File: src/rtl/pipe_id_if.sv
// Fetch/decode/execute handshake and operand bundle around the decode stage.
// slave  : the decode stage (pipe_id) view.
// master : the surrounding pipeline (fetch, execute, forwarding, CP0) view.
interface pipe_id_if;
    localparam int unsigned XLEN   = 32;
    localparam int unsigned REGW   = 5;
    localparam int unsigned SELW   = 3;
    localparam int unsigned IMMW   = 26;

    logic              if_id_validto;
    logic [XLEN-1:0]   if_pc;
    logic [XLEN-1:0]   if_instr;
    logic              id_allowin;
    logic              ex_allowin;
    logic              id_ex_validto;
    logic [XLEN-1:0]   id_pc;
    logic [XLEN-1:0]   id_instr;
    logic              id_bd;
    logic [XLEN-1:0]   rs_data;
    logic [XLEN-1:0]   rt_data;
    logic              ex_valid_load;
    logic [REGW-1:0]   ex_wreg;
    logic              exc_flush;
    logic [SELW-1:0]   pc_mux_sel;
    logic [IMMW-1:0]   imm_out;

    modport slave (
        input  if_id_validto, if_pc, if_instr, ex_allowin,
               rs_data, rt_data, ex_valid_load, ex_wreg, exc_flush,
        output id_allowin, id_ex_validto, id_pc, id_instr, id_bd,
               pc_mux_sel, imm_out
    );

    modport master (
        output if_id_validto, if_pc, if_instr, ex_allowin,
               rs_data, rt_data, ex_valid_load, ex_wreg, exc_flush,
        input  id_allowin, id_ex_validto, id_pc, id_instr, id_bd,
               pc_mux_sel, imm_out
    );
endinterface

File: src/rtl/pipe_id.sv
// Instruction-decode front stage of the MIPS pipeline.
// Latches PC/instruction from fetch, stalls on load-use hazards, resolves
// branches/jumps/jr/jalr/eret into a next-PC select for fetch, and tracks
// branch-delay-slot status.
// Ports:
//   clk  - pipeline clock
//   rst  - asynchronous active-low reset
//   bus  - pipe_id_if.slave: fetch handshake, execute handshake, forwarded
//          operands, load-hazard info, flush, next-PC select and immediate
module pipe_id #(
    parameter logic [31:0] NOP_INSTR = 32'h0000_0000
) (
    input  logic         clk,
    input  logic         rst,
    pipe_id_if.slave     bus
);
    localparam int unsigned XLEN = 32;
    localparam int unsigned REGW = 5;
    localparam int unsigned SELW = 3;

    localparam logic [5:0] OP_SPECIAL = 6'b000000;
    localparam logic [5:0] OP_J       = 6'b000010;
    localparam logic [5:0] OP_JAL     = 6'b000011;
    localparam logic [5:0] OP_BEQ     = 6'b000100;
    localparam logic [5:0] OP_BNE     = 6'b000101;
    localparam logic [5:0] FN_JR      = 6'b001000;
    localparam logic [5:0] FN_JALR    = 6'b001001;
    localparam logic [XLEN-1:0] ERET_INSTR = 32'h4200_0018;

    localparam logic [SELW-1:0] SEL_PC4  = 3'd0;
    localparam logic [SELW-1:0] SEL_BR   = 3'd1;
    localparam logic [SELW-1:0] SEL_JUMP = 3'd2;
    localparam logic [SELW-1:0] SEL_RS   = 3'd3;
    localparam logic [SELW-1:0] SEL_EPC  = 3'd4;

    logic            id_valid_q,   id_valid_d;
    logic [XLEN-1:0] id_pc_q,      id_pc_d;
    logic [XLEN-1:0] id_instr_q,   id_instr_d;
    logic            id_bd_q,      id_bd_d;
    logic            bd_pending_q, bd_pending_d;

    logic [5:0]      opcode;
    logic [5:0]      funct;
    logic [REGW-1:0] rs_field;
    logic [REGW-1:0] rt_field;
    logic            hazard;
    logic            id_ready_go;
    logic            id_allowin_c;
    logic            id_ex_validto_c;
    logic            is_ctl;
    logic            bd_owed;
    logic [SELW-1:0] pc_mux_sel_c;

    assign opcode   = id_instr_q[31:26];
    assign funct    = id_instr_q[5:0];
    assign rs_field = id_instr_q[25:21];
    assign rt_field = id_instr_q[20:16];

    // Conservative load-use check: both source fields compared for every opcode
    always_comb begin
        hazard = id_valid_q && bus.ex_valid_load && (bus.ex_wreg != '0)
                 && ((bus.ex_wreg == rs_field) || (bus.ex_wreg == rt_field));
        id_ready_go     = !hazard;
        id_allowin_c    = !id_valid_q || (id_ready_go && bus.ex_allowin);
        id_ex_validto_c = id_valid_q && id_ready_go && !bus.exc_flush;
    end

    // Branch/jump resolution; select only asserted while the instruction can go
    always_comb begin
        pc_mux_sel_c = SEL_PC4;
        is_ctl       = 1'b0;
        case (opcode)
            OP_BEQ: begin
                is_ctl = 1'b1;
                if (bus.rs_data == bus.rt_data) pc_mux_sel_c = SEL_BR;
            end
            OP_BNE: begin
                is_ctl = 1'b1;
                if (bus.rs_data != bus.rt_data) pc_mux_sel_c = SEL_BR;
            end
            OP_J, OP_JAL: begin
                is_ctl       = 1'b1;
                pc_mux_sel_c = SEL_JUMP;
            end
            OP_SPECIAL: begin
                if ((funct == FN_JR) || (funct == FN_JALR)) begin
                    is_ctl       = 1'b1;
                    pc_mux_sel_c = SEL_RS;
                end
            end
            default: ;
        endcase
        if (id_instr_q == ERET_INSTR) pc_mux_sel_c = SEL_EPC;
        if (!id_ex_validto_c)         pc_mux_sel_c = SEL_PC4;
    end

    // Stage register update; a control transfer leaving in the same cycle
    // the next instruction arrives marks that arrival as its delay slot.
    always_comb begin
        id_valid_d   = id_valid_q;
        id_pc_d      = id_pc_q;
        id_instr_d   = id_instr_q;
        id_bd_d      = id_bd_q;
        bd_pending_d = bd_pending_q;
        bd_owed      = bd_pending_q || (id_ex_validto_c && bus.ex_allowin && is_ctl);
        if (bus.exc_flush) begin
            id_valid_d   = 1'b0;
            bd_pending_d = 1'b0;
        end else if (id_allowin_c) begin
            id_valid_d = bus.if_id_validto;
            if (bus.if_id_validto) begin
                id_pc_d      = bus.if_pc;
                id_instr_d   = bus.if_instr;
                id_bd_d      = bd_owed;
                bd_pending_d = 1'b0;
            end else begin
                bd_pending_d = bd_owed;
            end
        end
    end

    always_ff @(posedge clk or negedge rst) begin
        if (!rst) begin
            id_valid_q   <= 1'b0;
            id_pc_q      <= '0;
            id_instr_q   <= NOP_INSTR;
            id_bd_q      <= 1'b0;
            bd_pending_q <= 1'b0;
        end else begin
            id_valid_q   <= id_valid_d;
            id_pc_q      <= id_pc_d;
            id_instr_q   <= id_instr_d;
            id_bd_q      <= id_bd_d;
            bd_pending_q <= bd_pending_d;
        end
    end

    assign bus.id_allowin    = id_allowin_c;
    assign bus.id_ex_validto = id_ex_validto_c;
    assign bus.id_pc         = id_pc_q;
    assign bus.id_instr      = id_instr_q;
    assign bus.id_bd         = id_bd_q;
    assign bus.pc_mux_sel    = pc_mux_sel_c;
    assign bus.imm_out       = id_instr_q[25:0];
endmodule
File: src/flat_wrapper.sv
// flat-port wrapper written by rule: the top's interface ports become plain ports
module pipe_id_flat 
#(
    parameter logic [31:0] NOP_INSTR = 32'h0000_0000
)
  (clk, rst, bus_if_id_validto, bus_if_pc, bus_if_instr, bus_ex_allowin, bus_rs_data, bus_rt_data, bus_ex_valid_load, bus_ex_wreg, bus_exc_flush, bus_id_allowin, bus_id_ex_validto, bus_id_pc, bus_id_instr, bus_id_bd, bus_pc_mux_sel, bus_imm_out);
  pipe_id_if bus_i ();
  input  logic clk;
  input  logic rst;
  input wire logic [$bits(bus_i.if_id_validto)-1:0] bus_if_id_validto;
  input wire logic [$bits(bus_i.if_pc)-1:0] bus_if_pc;
  input wire logic [$bits(bus_i.if_instr)-1:0] bus_if_instr;
  input wire logic [$bits(bus_i.ex_allowin)-1:0] bus_ex_allowin;
  input wire logic [$bits(bus_i.rs_data)-1:0] bus_rs_data;
  input wire logic [$bits(bus_i.rt_data)-1:0] bus_rt_data;
  input wire logic [$bits(bus_i.ex_valid_load)-1:0] bus_ex_valid_load;
  input wire logic [$bits(bus_i.ex_wreg)-1:0] bus_ex_wreg;
  input wire logic [$bits(bus_i.exc_flush)-1:0] bus_exc_flush;
  output wire logic [$bits(bus_i.id_allowin)-1:0] bus_id_allowin;
  output wire logic [$bits(bus_i.id_ex_validto)-1:0] bus_id_ex_validto;
  output wire logic [$bits(bus_i.id_pc)-1:0] bus_id_pc;
  output wire logic [$bits(bus_i.id_instr)-1:0] bus_id_instr;
  output wire logic [$bits(bus_i.id_bd)-1:0] bus_id_bd;
  output wire logic [$bits(bus_i.pc_mux_sel)-1:0] bus_pc_mux_sel;
  output wire logic [$bits(bus_i.imm_out)-1:0] bus_imm_out;
  assign bus_i.if_id_validto = bus_if_id_validto;
  assign bus_i.if_pc = bus_if_pc;
  assign bus_i.if_instr = bus_if_instr;
  assign bus_i.ex_allowin = bus_ex_allowin;
  assign bus_i.rs_data = bus_rs_data;
  assign bus_i.rt_data = bus_rt_data;
  assign bus_i.ex_valid_load = bus_ex_valid_load;
  assign bus_i.ex_wreg = bus_ex_wreg;
  assign bus_i.exc_flush = bus_exc_flush;
  assign bus_id_allowin = bus_i.id_allowin;
  assign bus_id_ex_validto = bus_i.id_ex_validto;
  assign bus_id_pc = bus_i.id_pc;
  assign bus_id_instr = bus_i.id_instr;
  assign bus_id_bd = bus_i.id_bd;
  assign bus_pc_mux_sel = bus_i.pc_mux_sel;
  assign bus_imm_out = bus_i.imm_out;
  pipe_id #(.NOP_INSTR(NOP_INSTR)) u_core (.clk(clk), .rst(rst), .bus(bus_i));
endmodule
File: config.mk
export PLATFORM = sky130hd
export DESIGN_NAME = pipe_id_flat
export DESIGN_NICKNAME = d
export VERILOG_FILES = /design/src/rtl/pipe_id_if.sv /design/src/rtl/pipe_id.sv /design/src/flat_wrapper.sv
export SDC_FILE = /design/constraint.sdc
export NUM_CORES = 1
export LEC_CHECK = 0
export ABC_AREA = 1
export BUFFER_PORTS_ARGS = -buffer_cell sky130_fd_sc_hd__buf_2
export CAP_MARGIN = 20
export CORE_ASPECT_RATIO = 0.9
export CORE_MARGIN = 2
export CORE_UTILIZATION = 44
export DETAILED_ROUTE_END_ITERATION = 16
export GPL_ROUTABILITY_DRIVEN = 0
export GPL_TIMING_DRIVEN = 0
export PLACE_DENSITY_LB_ADDON = 0.08
export SETUP_SLACK_MARGIN = 0.3
export SLEW_MARGIN = 20
export SYNTH_ARGS = -nofsm -noshare
export SYNTH_HDL_FRONTEND = slang
export SYNTH_SLANG_ARGS = --single-unit
export TNS_END_PERCENT = 5
File: constraint.sdc
create_clock -name clk -period 2.28 [get_ports clk]
set_clock_uncertainty 0.2 [all_clocks]
set_input_delay 0.114 -clock clk [delete_from_list [all_inputs] [get_ports clk]]
set_output_delay 0.114 -clock clk [all_outputs]
set_load 0.05 [all_outputs]
==> reports/results.ini, run 1 <==
[timing]
worst_pin_slew_ps = 646
max_freq_mhz = 481
rsz0062_at_grt = yes
fin_crit_sh_pct = 91.2
slew_headroom_pct = 56.8
hold_viol = 0
tns_ps = 0
setup-violations-final = 0
slew_violations = 0
period_minus_slack_ps = 2080

[worst_setup_path]
reg2reg_from = u_core.bus.id_instr[17]$_DFFE_PN0P_
crit_family = simple AND/OR/NAND/NOR gates
path_class = reg -> out
crit_fanout = 5
endpoint_kind = output port
crit_top_cell = nand2_1
r2r_cells = 13
crit_slowest_cell = dfrtp_2
crit_required_ps = 1970
crit_path_start_kind = flip-flop
path_buf_inv = 3
cpPeakStageDelay_ps = 450
arrival_ps = 1770
crit_chain = inv_2 -> nand2_1 -> nand2_1 -> nor2_1 -> nand3_1 -> nand2_1 -> nand2_2 -> nand2_2 -> clkinvlp_4 -> nand2_4 -> a21oi_4 -> buf_8
r2r-end = u_core.bus.id_pc[21]$_DFFE_PN0P_
reg2reg_slack_ps = 320

[route]
wl_per_cell_um = 12.5
viasPerCell = 4.46
num_vias = 4454
antenna_left = 0
drt_iter0_drc = 151
wl_um = 12500
drc = 0
dr.pass1.iters = 4

[layout]
drive_above_1_share_pct = 38.5
final_cell_mix = nand2_1, buf_2, inv_1
syn_to_final_growth_pct = 64.3
final_common_cell = nand2_1
antennaDiodeCount = 0
nets = 1013

[power_and_ir_drop]
intPower_mw = 2.64
power_frac_clock_pct = 23.7
combPwrFrac_pct = 43.7
pwr-share-seq_pct = 32.6
power.total_mw = 4.74
p_leak_nw = 3.71
p_switching_mw = 2.10
p_per_area_nw_per_um2 = 753
swShare_pct = 44.3
ir_drop_v = 0.000553

[floorplanning]
placementRows = 32
core_sq_um = 8530
die_area_sq_um = 9470
die_y_um = 92.5
die_w_um = 102
start_util_pct = 44.9
num_io_pins = 235

[flow_run]
max_cap_violations = 0

[run_status]
status = complete, no violations

[logic_synthesis]
synth_cells = 549
yosysSeqAreaShare_pct = 43.7
syn_area_sq_um = 3830
synth_top_area_share_pct = 43.7
yosysTopAreaCell = dfrtp_1
netlist_top_cells_area = dfrtp_1, nand2_1, inv_1
avgSynthCellArea_sq_um = 6.98
ys_types = 21
synth_seq_cells = 67
yosysWarnings = 0
syn_nets = 688

[grt]
grt_use_total_pct = 26.7
antenna_found_initial = 0
grt.overflow.total = 0
grt_pass1_vias = 4496
grt_pass1_wl_um = 19900
grt_max_degree = 51

[clock_tree]
path_clk_slew_ps = 80
clock_latency_ps = 340
cts_buffers = 9
cts_tree = yes
cts_htree_levels = 3
clock-sinks = 67
ctsRootBufferMaster = clkbuf_8
clock_path_buffers = 2

[placed_design]
dp_hpwl_um = 8640
port_buffers = 234

[min_path]
min_path_type = in -> reg
hold_start = bus_ex_allowin
holdPathStages = 7
min_to = u_core.bd_pending_q$_DFFE_PN0P_

## per-layer routing
layer | up-vias | GRT usage [%] | part of all wire [%]
met3 | 22 | 5.43 | 5.9
met5 | - | 0 | 0
met4 | 0 | 10.2 | 1.8
met2 | 173 | 47.2 | 51
met1 | 2010 | 31.6 | 42
li1 | 2249 | - | -
## worst register-to-register path: stages (launching register included)
cell	delay [ps]
dfrtp_2	450
nand2_1	80
nand2_1	50
nor2_1	100
nand3_1	80
nand2_1	80
nand2_2	70
buf_4	140
nand2_4	90
nor2_8	50
inv_2	170
buf_4	210
nand2_1	70
nand2_1	60
## registers in the layout, indices dropped and copies added (netlist names)
signal	cells
u_core.bd_pending_q	1
u_core.bus.id_bd	1
u_core.bus.id_instr	32
u_core.bus.id_pc	32
u_core.id_valid_q	1
## synth_stat cells, drive strengths merged
cell and instances:
buf 39, nor3 2, nand4 3, dfrtp 67, and3 1, xor2 1
o21ai 20, xnor2 14, nand2 268, a21oi 3, nor2 34, nor4 5
nand3 13, inv 79
## stage by stage
step / hold slack, ps / instance area [sq um] / setup slack, ps / instances / util, %
final: 38.5 / 6300 / 200 / 998 / 73.8
after global routing: 52.0 / 6300 / 84.3 / 998 / 73.8
after CTS: 27.2 / 6210 / 178 / 994 / 72.8
after detailed placement: -190 / 5230 / 381 / 903 / 61.3
after global placement: 114 / 5200 / 418 / 902 / 60.9
after floorplan: -382 / 3880 / 118 / 549 / -
## power by group through the flow
stage                     combinational, mW  sequential [mW]  clock (mW)
after global routing                   2.21             1.57        1.20
after CTS                              2.04             1.53        1.14
final                                  2.07             1.55        1.12
after global placement                 1.89             1.55           0
after floorplan                       0.758             2.17           0
after detailed placement               1.92             1.55           0
## timing repair
| item | CTS | global route |
|---|---|---|
| hold endpoints to repair | 133 | 0 |
| pin swaps | 6 | 4 |
| setup endpoints to repair | 5 | 70 |
| gates resized for setup | 9 | 20 |
| buffers inserted | 6 | 4 |
| hold buffers | 69 | 0 |
## final cells by class
type / instances / area (sq um)
inverters: 79 / 300
fillers: 670 / 2230
flip-flops and latches: 67 / 1690
repair buffers: 314 / 1990
multi-input cells: 364 / 1620
clock buffers: 9 / 124
plain buffers: 39 / 322
clock inverters: 7 / 98.8
well taps: 119 / 149
## cell families (layout without fill, tap and decap cells)
family	after synthesis	after routing	share of synthesized area (%)
AOI/OAI and AO/OA	23	23	3.00
xor gates and xnor gates	15	15	3.43
DFF	67	67	43.7
and+or+nand+nor	326	326	33.7
buffers and inverters	118	448	16.1
## worst max-delay path by stage
stage | start | endpoint | cells past startpoint
after floorplan | u_core.bus.id_instr[4]$_DFFE_PN0P_ | bus_pc_mux_sel[2] | 6
after global placement | u_core.bus.id_instr[18]$_DFFE_PN0P_ | bus_pc_mux_sel[1] | 12
after detailed placement | u_core.bus.id_instr[31]$_DFFE_PN0P_ | bus_pc_mux_sel[0] | 8
after CTS | u_core.bus.id_instr[16]$_DFFE_PN0P_ | bus_pc_mux_sel[1] | 12
after global routing | u_core.bus.id_instr[29]$_DFFE_PN0P_ | bus_pc_mux_sel[0] | 8
final | u_core.bus.id_instr[17]$_DFFE_PN0P_ | bus_pc_mux_sel[1] | 12
(Power assumes the default switching activity.)
==> inputs of run 2 (changes only) <==
- RECOVER_POWER: not set -> 25
==> run 2 against run 1 <==
Compared with the run above:
- sequential power hardly changed
- global-route usage stayed put
- critical path depth stayed put
- critical endpoint unchanged
- register-to-register slack hardly changed
- final cell count stayed put
- combinational power hardly changed
- highest routed layer unchanged
- via count is 0.79% lower
- sequential cell count stayed put
- largest power group unchanged
==> reports/results.ini, run 2 (synthesis results as in run 1) <==
[placed_design]
pre_cts_slack_ps = 381
dp_hpwl_um = 8640
port_buffers = 234

[min_path]
min_path_type = in -> reg
min_to = u_core.bd_pending_q$_DFFE_PN0P_
hold_start = bus_ex_allowin
holdPathStages = 7

[timing]
fin_crit_sh_pct = 91.2
setup-violations-final = 0
period_minus_slack_ps = 2080
tns_ps = 0
slew_violations = 0
slew_headroom_pct = 17.3
worst_pin_slew_ps = 1240
max_freq_mhz = 481
hold_viol = 0
fin_ws_ps = 201
rsz0062_at_grt = yes

[clock_tree]
cts_buffers = 9
cts_tree = yes
cts_htree_levels = 3
path_clk_slew_ps = 80
clock_path_buffers = 2
ctsRootBufferMaster = clkbuf_8
clock-sinks = 67
clock_latency_ps = 340

[grt]
grt_max_degree = 51
grt_pass1_vias = 4496
grt_use_total_pct = 26.7
grt_pass1_wl_um = 19900
grt.overflow.total = 0
antenna_found_initial = 0

[power_and_ir_drop]
ir_drop_v = 0.000552
p_leak_nw = 3.69
p_per_area_nw_per_um2 = 755

[floorplanning]
placementRows = 32
start_util_pct = 44.9
die_area_sq_um = 9470
die_w_um = 102
num_io_pins = 235
die_y_um = 92.5
core_sq_um = 8530

[worst_setup_path]
arrival_ps = 1760
reg2reg_slack_ps = 320
crit_fanout = 5
r2r_cells = 13
crit_path_start_kind = flip-flop
reg2reg_from = u_core.bus.id_instr[17]$_DFFE_PN0P_
r2r-end = u_core.bus.id_pc[21]$_DFFE_PN0P_
endpoint_kind = output port
path_class = reg -> out
crit_required_ps = 1970

[layout]
antennaDiodeCount = 0
syn_to_final_growth_pct = 63.6
drive_above_1_share_pct = 38.0
nets = 1013
final_cell_mix = nand2_1, buf_2, inv_1
final_common_cell = nand2_1

[route]
num_vias = 4419
drc = 0
drt_iter0_drc = 144
viasPerCell = 4.43
wl_um = 12500
dr.pass1.iters = 4
wl_per_cell_um = 12.5
antenna_left = 0

[run_status]
status = complete, no violations

[flow_run]
max_cap_violations = 0

## run 2: cell count changes in the layout (fill, tap and decap cells not counted), sizes merged
cell	change
buf	-6
clkbuf	+6
## run 2: worst max path at each step
stage / start / slack, ps / to / cells after the start
final: u_core.bus.id_instr[17]$_DFFE_PN0P_ / 200 / bus_pc_mux_sel[1] / 12
after global routing: u_core.bus.id_instr[29]$_DFFE_PN0P_ / 80 / bus_pc_mux_sel[0] / 8
after CTS: u_core.bus.id_instr[16]$_DFFE_PN0P_ / 180 / bus_pc_mux_sel[1] / 12
after detailed placement: u_core.bus.id_instr[31]$_DFFE_PN0P_ / 380 / bus_pc_mux_sel[0] / 8
after global placement: u_core.bus.id_instr[18]$_DFFE_PN0P_ / 420 / bus_pc_mux_sel[1] / 12
after floorplan: u_core.bus.id_instr[4]$_DFFE_PN0P_ / 120 / bus_pc_mux_sel[2] / 6
## run 2: layer usage
metal	part of all wire (%)	vias to the layer above	GRT usage (%)
met3	6.4	22	5.43
li1	-	2250	-
met5	0	-	0
met4	1.9	0	10.2
met2	51	163	47.2
met1	41	1984	31.6
## run 2: worst max-delay path, cell delays in order (launching register included)
cell        delay (ps)
dfrtp_2            450
inv_2               70
nand2_1             50
nand2_1             60
nor2_1              40
nand3_1             60
nand2_1             70
nand2_2             80
nand2_2             80
clkinvlp_4          90
nand2_4             60
a21oi_4            130
buf_8              170
## run 2: repair_timing
| item | 4_1_cts | 5_1_grt |
|---|---|---|
| hold buffers | 69 | 0 |
| gates cloned | 0 | 0 |
| gates resized for setup | 9 | 20 |
| setup endpoints to repair | 5 | 70 |
| hold endpoints to repair | 133 | 0 |
| pin swaps | 6 | 4 |
| buffers inserted | 6 | 4 |
## run 2: report_power, final
| part | switching (mW) | internal (mW) | total [mW] |
|---|---|---|---|
| Clock | 0.499 | 0.623 | 1.12 |
| Sequential | 0.171 | 1.38 | 1.55 |
| Combinational | 1.43 | 0.632 | 2.06 |
| Total | 2.10 | 2.63 | 4.73 |
## run 2: area by class of cell
type                    count  area (sq um)
plain buffers              39           322
clock buffers               9           124
clock inverters             7          98.8
fillers                   677          2260
inverters                  79           300
multi-input cells         364          1620
flip-flops and latches     67          1690
well taps                 119           149
repair buffers            314          1960
## run 2: stage by stage
| step | util, % | cells | power [mW] | cell area, sq um | hold slack (ps) |
|---|---|---|---|---|---|
| 2_1_floorplan | - | 549 | 2.93 | 3880 | -382 |
| 3_3_place_gp | 60.9 | 902 | 3.43 | 5200 | 114 |
| 3_5_place_dp | 61.3 | 903 | 3.47 | 5230 | -190 |
| 4_1_cts | 72.8 | 994 | 4.70 | 6210 | 27.2 |
| 5_1_grt | 73.5 | 998 | 4.97 | 6270 | 52.0 |
| 6_report | 73.5 | 998 | 4.73 | 6270 | 38.9 |
